File: config.mk
export PLATFORM = sky130hd
export DESIGN_NAME = stream_demux2_8
export DESIGN_NICKNAME = d
export VERILOG_FILES = /design/src/rtl/stream_demux2_8.sv
export SDC_FILE = /design/constraint.sdc
export NUM_CORES = 1
export LEC_CHECK = 0
export CORE_MARGIN = 3
export CORE_UTILIZATION = 41
export CTS_CLUSTER_DIAMETER = 80
export DETAILED_ROUTE_END_ITERATION = 12
export PLACE_DENSITY = 0.8
export SYNTH_ARGS = -nofsm -noshare
export SYNTH_HDL_FRONTEND = slang
export SYNTH_SLANG_ARGS = --single-unit
File: constraint.sdc
create_clock -name clk -period 1.7 [get_ports clk]
set_input_delay 0.34 -clock clk [delete_from_list [all_inputs] [get_ports clk]]
set_output_delay 0.34 -clock clk [all_outputs]
set_load 0.005 [all_outputs]
File: src/rtl/stream_demux2_8.sv
// stream_demux2_8
//   Steers an 8-bit framed valid/ready byte stream to one of two outputs,
//   one whole frame at a time. The destination is taken from sel on the
//   first beat of a frame and held until that frame's last beat. Each output
//   owns a small FIFO so a stalled consumer on one side cannot disturb the
//   other, and each output has a wrapping beat counter for analyzer status.
//
// Ports
//   clk, reset                 clock; asynchronous active-high reset
//   in_data/in_last/in_valid   input beat; in_ready = target FIFO not full
//   sel                        destination (0 = out0, 1 = out1), frame start only
//   outN_data/outN_last        head entry of FIFO N (zero while empty)
//   outN_valid/outN_ready      FIFO N non-empty / consumer accepts
//   cnt_clr                    synchronous clear of both beat counters
//   beats0/beats1              beats popped from out0/out1
//   frame_active               high while a multi-beat frame is in progress
//   locked_sel                 destination of the current/most recent frame
module stream_demux2_8 #(
  parameter int DATA_WIDTH = 8,
  parameter int FIFO_DEPTH = 2,
  parameter int CNT_WIDTH  = 16
) (
  input  logic                  clk,
  input  logic                  reset,
  input  logic [DATA_WIDTH-1:0] in_data,
  input  logic                  in_last,
  input  logic                  in_valid,
  output logic                  in_ready,
  input  logic                  sel,
  output logic [DATA_WIDTH-1:0] out0_data,
  output logic                  out0_last,
  output logic                  out0_valid,
  input  logic                  out0_ready,
  output logic [DATA_WIDTH-1:0] out1_data,
  output logic                  out1_last,
  output logic                  out1_valid,
  input  logic                  out1_ready,
  input  logic                  cnt_clr,
  output logic [CNT_WIDTH-1:0]  beats0,
  output logic [CNT_WIDTH-1:0]  beats1,
  output logic                  frame_active,
  output logic                  locked_sel
);

  localparam int PW = $clog2(FIFO_DEPTH);
  localparam int EW = DATA_WIDTH + 1;

  typedef enum logic {S_IDLE, S_FRAME} state_t;

  state_t               state_q;
  logic                 locked_sel_q;

  logic [EW-1:0]        mem_q    [2][FIFO_DEPTH];
  logic [PW-1:0]        wr_ptr_q [2];
  logic [PW-1:0]        wr_ptr_d [2];
  logic [PW-1:0]        rd_ptr_q [2];
  logic [PW-1:0]        rd_ptr_d [2];
  logic [PW:0]          cnt_q    [2];
  logic [PW:0]          cnt_d    [2];
  logic [CNT_WIDTH-1:0] beats_q  [2];
  logic [CNT_WIDTH-1:0] beats_d  [2];
  logic [EW-1:0]        head     [2];

  logic       target;
  logic       accept;
  logic [1:0] full;
  logic [1:0] nonempty;
  logic [1:0] push;
  logic [1:0] pop;
  logic [1:0] out_rdy;

  assign out_rdy = {out1_ready, out0_ready};

  // Destination follows sel only between frames; mid-frame it is frozen.
  assign target = (state_q == S_FRAME) ? locked_sel_q : sel;

  always_comb begin
    for (int i = 0; i < 2; i++) begin
      full[i]     = (cnt_q[i] == (PW+1)'(FIFO_DEPTH));
      nonempty[i] = (cnt_q[i] != '0);
      head[i]     = nonempty[i] ? mem_q[i][rd_ptr_q[i]] : '0;
    end
  end

  // A full FIFO deliberately gets no credit from a same-cycle pop, which
  // keeps in_ready free of any path from the output-side ready inputs.
  assign in_ready = ~full[target];
  assign accept   = in_valid & in_ready;

  always_comb begin
    for (int i = 0; i < 2; i++) begin
      push[i] = accept & (target == 1'(i));
      pop[i]  = nonempty[i] & out_rdy[i];

      wr_ptr_d[i] = push[i] ? wr_ptr_q[i] + PW'(1) : wr_ptr_q[i];
      rd_ptr_d[i] = pop[i]  ? rd_ptr_q[i] + PW'(1) : rd_ptr_q[i];

      cnt_d[i] = cnt_q[i];
      if (push[i] && !pop[i]) cnt_d[i] = cnt_q[i] + (PW+1)'(1);
      else if (pop[i] && !push[i]) cnt_d[i] = cnt_q[i] - (PW+1)'(1);

      // Clear wins over a same-cycle increment; the counter wraps naturally.
      beats_d[i] = beats_q[i];
      if (cnt_clr) beats_d[i] = '0;
      else if (pop[i]) beats_d[i] = beats_q[i] + CNT_WIDTH'(1);
    end
  end

  always_ff @(posedge clk or posedge reset) begin
    if (reset) begin
      state_q      <= S_IDLE;
      locked_sel_q <= 1'b0;
      for (int i = 0; i < 2; i++) begin
        wr_ptr_q[i] <= '0;
        rd_ptr_q[i] <= '0;
        cnt_q[i]    <= '0;
        beats_q[i]  <= '0;
      end
    end else begin
      if (accept) begin
        if (state_q == S_IDLE) begin
          locked_sel_q <= sel;
          state_q      <= in_last ? S_IDLE : S_FRAME;
        end else if (in_last) begin
          state_q <= S_IDLE;
        end
      end
      for (int i = 0; i < 2; i++) begin
        wr_ptr_q[i] <= wr_ptr_d[i];
        rd_ptr_q[i] <= rd_ptr_d[i];
        cnt_q[i]    <= cnt_d[i];
        beats_q[i]  <= beats_d[i];
      end
    end
  end

  // Storage is not reset: empty FIFOs mask their head to zero instead.
  always_ff @(posedge clk) begin
    for (int i = 0; i < 2; i++) begin
      if (push[i]) mem_q[i][wr_ptr_q[i]] <= {in_last, in_data};
    end
  end

  assign out0_data    = head[0][DATA_WIDTH-1:0];
  assign out0_last    = head[0][DATA_WIDTH];
  assign out0_valid   = nonempty[0];
  assign out1_data    = head[1][DATA_WIDTH-1:0];
  assign out1_last    = head[1][DATA_WIDTH];
  assign out1_valid   = nonempty[1];
  assign beats0       = beats_q[0];
  assign beats1       = beats_q[1];
  assign frame_active = (state_q == S_FRAME);
  assign locked_sel   = locked_sel_q;

endmodule

==> flow_metrics.py <==
metrics = {
    "global_route": {
        "met3_usage_pct": 4.21,
        "grt_usage_pct": 17.1,
        "use_met1_pct": 21.8,
        "grt_max_degree": 43,
        "busiest_layer": "met2",
        "grtUsageMet2_pct": 28.3,
        "grt_pass1_wl_um": 13300,
        "grt_pass1_vias": 2858,
        "overflow": 0,
        "grt_antenna_before_repair": 0,
    },
    "floorplan": {
        "die_area_um2": 9610,
        "core_area_um2": 7970,
        "die_w_um": 98.0,
        "row_count": 32,
        "fp.dieH_um": 98.0,
        "start_util_pct": 43.6,
        "io-pin-count": 71,
    },
    "cts": {
        "clockBufferDepth": 2,
        "htree_levels": 3,
        "cts_buffers": 9,
        "cts-root-buf": "clkbuf_8",
        "postCtsHoldBufs": 0,
        "clk_latency_ps": 350,
        "cts_tree": "done",
        "cts.clk_slew.worst_paths_ps": 90,
        "cts.sinks": 78,
    },
    "timing": {
        "fin_crit_ps": 1810,
        "finalCritPeriodShare_pct": 106,
        "worst_pin_slew_ps": 383,
        "fmax_mhz": 554,
        "hold_ws_ps": 348,
        "finalSetupViolCount": 13,
        "final-max-slew-violation-count": 0,
        "skew_ps": 13.6,
        "rsz0062_at_grt": "yes",
        "hold_viol": 0,
        "fin_ws_ps": -106,
        "slew-limit-headroom_pct": 74.1,
    },
    "detailed_routing": {
        "via_per_inst": 5.15,
        "wl_per_cell_um": 16.0,
        "antenna_left": 0,
        "dr_total_vias": 2807,
        "drc": 0,
        "wl_um": 8700,
        "dr.pass1.iters": 5,
        "drtIter0Drc": 77,
    },
    "cells_and_area": {
        "nets": 458,
        "area_delta_synth_final_pct": 55.4,
        "diodes": 0,
        "final_layout_size_suffix_gt1_share_pct": 38.6,
    },
    "critical_path": {
        "crit_path_start_kind": "flip-flop",
        "ff2ff_path_depth": 5,
        "critical_path.slowest_cell": "dfrtp_1",
        "critPathCaptureType": "primary output",
        "worstPathMaxFanout": 2,
        "crit_path_cell_trace": "mux2i_2 > mux2_4 > buf_6",
        "r2r_slack_ps": -90,
        "worstReg2RegStart": "cnt_q[1]",
        "crit_buf_inv": 1,
        "path_delay_family": "multiplexers",
        "cp_slowest_stage_delay_ps": 400,
        "crit_type": "reg -> out",
        "r2r_end": "beats1[14]",
        "cp.arrival_ps": 1470,
        "worstPathRequired_ps": 1360,
    },
    "place": {
        "gp_routability_congestion": 0.812,
        "dp_hpwl_um": 5390,
        "numPortBuffers": 70,
    },
    "power_and_ir_drop": {
        "power.total_mw": 7.32,
        "vdd_drop_max_mv": 0.507,
        "p_leak_nw": 2.49,
        "power_density_nw_per_um2": 1360,
    },
    "synthesis": {
        "synth.net_count": 310,
        "yosys.area.top_type_share_pct": 31.1,
        "synth_most_common_cell": "nor2_1",
        "yosysUniqueCellTypes": 40,
        "ys.flop_type": "dfrtp_1",
        "ys_warn_count": 0,
        "ys_ff_latch": 78,
        "yosysTopAreaCell": "edfxtp_1",
        "syn-cell-area_um2": 3470,
        "yosysSeqAreaShare_pct": 61.4,
        "synthTopCellsByCount": "nor2_1, dfrtp_1, edfxtp_1",
        "synth-edff-count": 36,
        "synth_area_leaders": "edfxtp_1, dfrtp_1, mux2i_1",
        "async_reset_ff_share_pct": 53.8,
        "syn_area_per_cell_um2": 12.0,
        "synth_cells": 290,
    },
    "status": {
        "violations": "negative setup slack",
        "status": "complete, but fails checks",
    },
    "flow_run": {
        "drv_cap": 0,
    },
    "hold_path": {
        "min_path_type": "in -> async",
    },
}
-- report_power, final --
part	leakage, nW	total (mW)	internal [mW]	switching, mW
registers	0.881	2.56	2.33	0.236
logic	1.49	3.12	1.79	1.33
clock network	0.123	1.64	0.953	0.683
total	2.49	7.32	5.07	2.25
-- layer usage --
metal	vias up	part of all wire, %
met5	-	0
met4	0	2.9
met3	21	6.2
met2	106	50
met1	1369	41
li1	1311	-
-- worst register-to-register path, delay by kind of cell, from the launching register on --
family / cells / cell delay, ps
AND/OR/NAND/NOR: 2 / 950
flip-flops: 1 / 420
AO/OA/AOI/OAI: 2 / 220
buffers and inverters: 1 / 130
-- final cells by class --
type                       count  area (µm²)
fill                         555        2570
timing repair buffer         146        1380
sequential                    78        2140
tap                          102         128
inverter                      12        47.5
clock buffer                  12         165
multi-input combinational    191        1460
clock inverter                 4        77.6
-- metrics by stage --
step | setup TNS (ps) | utilization, % | cell area (µm²) | cells | worst slack, ps
floorplan | 0 | - | 3490 | 290 | 8.15
global placement | -15080 | 58.8 | 4680 | 505 | -414
detailed placement | -16570 | 58.8 | 4680 | 505 | -458
CTS | -278 | 64.3 | 5120 | 538 | -104
global route | -1840 | 67.7 | 5400 | 545 | -155
finish | -753 | 67.7 | 5400 | 545 | -106
-- sequential cells by signal, indices dropped and copies added, names as in the netlist --
| name | cells |
|---|---|
| beats1 | 16 |
| mem_q | 36 |
| cnt_q | 4 |
| frame_active | 1 |
| wr_ptr_q | 2 |
| rd_ptr_q | 2 |
| beats0 | 16 |
| locked_sel | 1 |
-- worst max path at each step --
stage | startpoint | end | slack, ps | cells past startpoint
floorplan | beats1[4] | beats1[15] | 8 | 4
global placement | out1_ready | beats1[12] | -410 | 5
detailed placement | out1_ready | beats1[14] | -460 | 5
CTS | frame_active | in_ready | -100 | 3
global route | cnt_q[2] | out0_data[5] | -150 | 6
finish | frame_active | in_ready | -110 | 3
-- timing repair --
action,CTS,global route
gates resized for setup,101,80
setup buffers,17,6
cloned,0,1
setup endpoints to repair,28,77
pin swaps,10,14
-- cell usage in the layout (no fill, tap or decap), types with 3 or more instances in the layout --
cell type | Yosys | layout
xnor2_1 | 18 | 17
ha_1 | 4 | 3
dlygate4sd2_1 | 0 | 4
edfxtp_1 | 36 | 36
mux2i_1 | 21 | 12
buf_6 | 0 | 21
a21oi_1 | 13 | 8
nor2_4 | 0 | 5
dfrtp_2 | 0 | 6
nor2_2 | 0 | 7
buf_2 | 2 | 11
clkbuf_2 | 0 | 7
dfrtp_1 | 42 | 36
nand2_1 | 11 | 10
nor2_1 | 50 | 38
mux2i_2 | 0 | 8
nor3_1 | 7 | 6
inv_1 | 12 | 9
buf_12 | 0 | 5
or4_4 | 2 | 3
xor2_1 | 10 | 10
or3_1 | 6 | 4
nand3_1 | 8 | 7
a21oi_2 | 0 | 5
o21ai_0 | 7 | 5
clkdlybuf4s50_1 | 0 | 29
clkbuf_8 | 0 | 12
dlymetal6s2s_1 | 0 | 16
nand4_1 | 5 | 5
and3_1 | 4 | 4
buf_4 | 1 | 51
-- kinds of logic (layout without fill, tap and decap cells) --
| family | after synthesis | after routing | synth area share [%] |
|---|---|---|---|
| AND/OR/NAND/NOR | 107 | 107 | 15.0 |
| flip-flops | 78 | 78 | 61.4 |
| AO/OA/AOI/OAI | 29 | 29 | 5.95 |
| XOR/XNOR | 28 | 28 | 7.06 |
| multiplexers | 23 | 23 | 6.70 |
| buffers and inverters | 21 | 174 | 2.45 |
| adder cells (fa/ha/maj) | 4 | 4 | 1.44 |
(Power assumes the default switching activity.)
==> edit (same flow settings) <==
Set the parameter `FIFO_DEPTH` to 4 (it was 2).
--- a/src/rtl/stream_demux2_8.sv
+++ b/src/rtl/stream_demux2_8.sv
@@ -17,7 +17,7 @@
 //   locked_sel                 destination of the current/most recent frame
 module stream_demux2_8 #(
   parameter int DATA_WIDTH = 8,
-  parameter int FIFO_DEPTH = 2,
+  parameter int FIFO_DEPTH = 4,
   parameter int CNT_WIDTH  = 16
 ) (
   input  logic                  clk,
Formal check against the unedited RTL: not equivalent (a bounded check fails within 4 cycles, from zero or initial values and one cycle with reset high).
==> edit against the unedited design <==
  * The flow still finishes with violations (negative setup slack)
  * Cell area up 52%
  * Combinational power increased by 76%
  * Clock power rose by 130%
  * Sequential share of layout area up 1.5 points
  * Sequential cell count up 42
  * Utilization down 0.54 points
  * Worst setup slack worse by 0.42 ns
  * Worst hold slack worse by 0.11 ns
  * Cell count is 37% higher
  * Wire length grew 79%
  * Power increased by 82%
  * Global-route usage up 3.3 points
  * Synthesized area increased by 50%
  * Critical path type unchanged
  * Largest cell class unchanged
==> edit: results (changes against the unedited design) <==
## Routing
* Total Wirelength: 15,500 microns, +79%

## Logic synthesis
* share of synthesized registers carrying an async set or reset: 40.0%, -14 points
* synthesized-area fraction occupied by ao, oa, aoi and oai cells: 3.88%, -2.1 points
* share of the yosys chip area belonging to registers: 64.4%, +3.0 points
* ys flop type: sky130_fd_sc_hd__edfxtp_1
* Post-synth top cells: sky130_fd_sc_hd__edfxtp_1, sky130_fd_sc_hd__dfrtp_1, sky130_fd_sc_hd__and2_1
* mux cell area share after synthesis: 8.77%, +2.1 points

## Critical path
* startpoint of the worst-slack reg-to-reg timing path: frame_active
* crit path DAT: 1.88 ns, +0.41 ns
* worst reg-to-reg setup slack: -0.43 ns, -0.34 ns
* capturing instance or port of the critical path: out1_last
* maximum single-stage delay on the critical path: 0.50 ns, +0.10 ns
* capture instance of the worst register-to-register path: cnt_q[5]

## Run status
* failing checks: negative setup slack
* outcome: finished with violations

## STA
* Layout Skew: 0.00991 ns, -0.00373 ns
* worst setup slack after layout: -0.524 ns, -0.418 ns
* slew margin rel.: 69.1%, -5.1 points
* final setup vio count: 82, +69

## Cells and area
* Final Instance Count excl. Fillers: 746, +37%
* layout net count: 595, +30%
* flip-flop count of the largest register after layout: 72, +100%

## Power and ir drop
* maximum vdd ir drop: 890 uV, +76%
* Comb power frac: 41.2%, -1.4 points

## Placed design
* placer's final routability congestion estimate: 0.840, +3.4%
* half-perimeter wire length after placement: 8210 microns, +52%
* pre-CTS WS: -0.637 ns, -0.180 ns

## CTS
* Clock Root Buffer: sky130_fd_sc_hd__clkbuf_16
* H-tree levels: 4, +1
* post-CTS clock slew at the launch and capture registers of the worst setup and hold paths: 0.06 ns, -0.03 ns

## Global routing
* via count of the first global-routing pass: 4,148, +45%

edit: timing repair:
item                       4_1_cts  5_1_grt
resized for setup              168       74
setup endpoints to repair       93      121
pin swaps                       28       20
cloned                           2        5
hold buffers                     0        0
setup buffers                   33       25
edit: how the worst min path moves through the flow:
stage                 end  slack (ns)  depth (start not counted)
6_report       beats1[10]        0.24                          2
5_1_grt        beats1[10]        0.24                          2
4_1_cts        beats1[10]        0.22                          2
3_5_place_dp   beats1[15]        0.55                          2
3_3_place_gp   beats1[15]        0.54                          2
2_1_floorplan  beats0[13]        0.40                          1
edit: kinds of logic after synthesis:
logic type | count (synthesis)
AOI/OAI and AO/OA | 36
xor gates and xnor gates | 27
adders and majority gates | 14
buffers and inverters | 25
DFF | 120
muxes | 23
and+or+nand+nor | 117
edit: layout make-up:
type	count	area (sq um)
timing repair buffer	193	1870
clock buffer	23	448
fill	800	4010
sequential	120	3380
tap	168	210
clock inverter	9	173
multi-input combinational	221	2070
inverter	12	47.5
edit: per-stage QoR:
step / hold WS [ns] / power [mW] / utilization [%] / cell area [sq um] / setup TNS, ns
2_1_floorplan: 0.403 / 5.72 / - / 5290 / -1.12
3_3_place_gp: 0.540 / 7.62 / 55.5 / 6780 / -34.49
3_5_place_dp: 0.551 / 7.79 / 55.5 / 6780 / -38.78
4_1_cts: 0.220 / 12.5 / 64.2 / 7840 / -10.29
5_1_grt: 0.242 / 13.8 / 67.2 / 8200 / -16.58
6_report: 0.237 / 13.3 / 67.2 / 8200 / -13.21
edit: per-layer routing:
layer | wire length, microns | share of wire, % | vias up | GRT usage [%]
met2 | 8370 | 54 | 154 | 36.5
met1 | 5930 | 38 | 2063 | 22.9
li1 | - | - | 1760 | -
met3 | 706 | 4.5 | 45 | 5.27
met5 | 0 | 0 | - | 0
met4 | 527 | 3.4 | 0 | 8.83
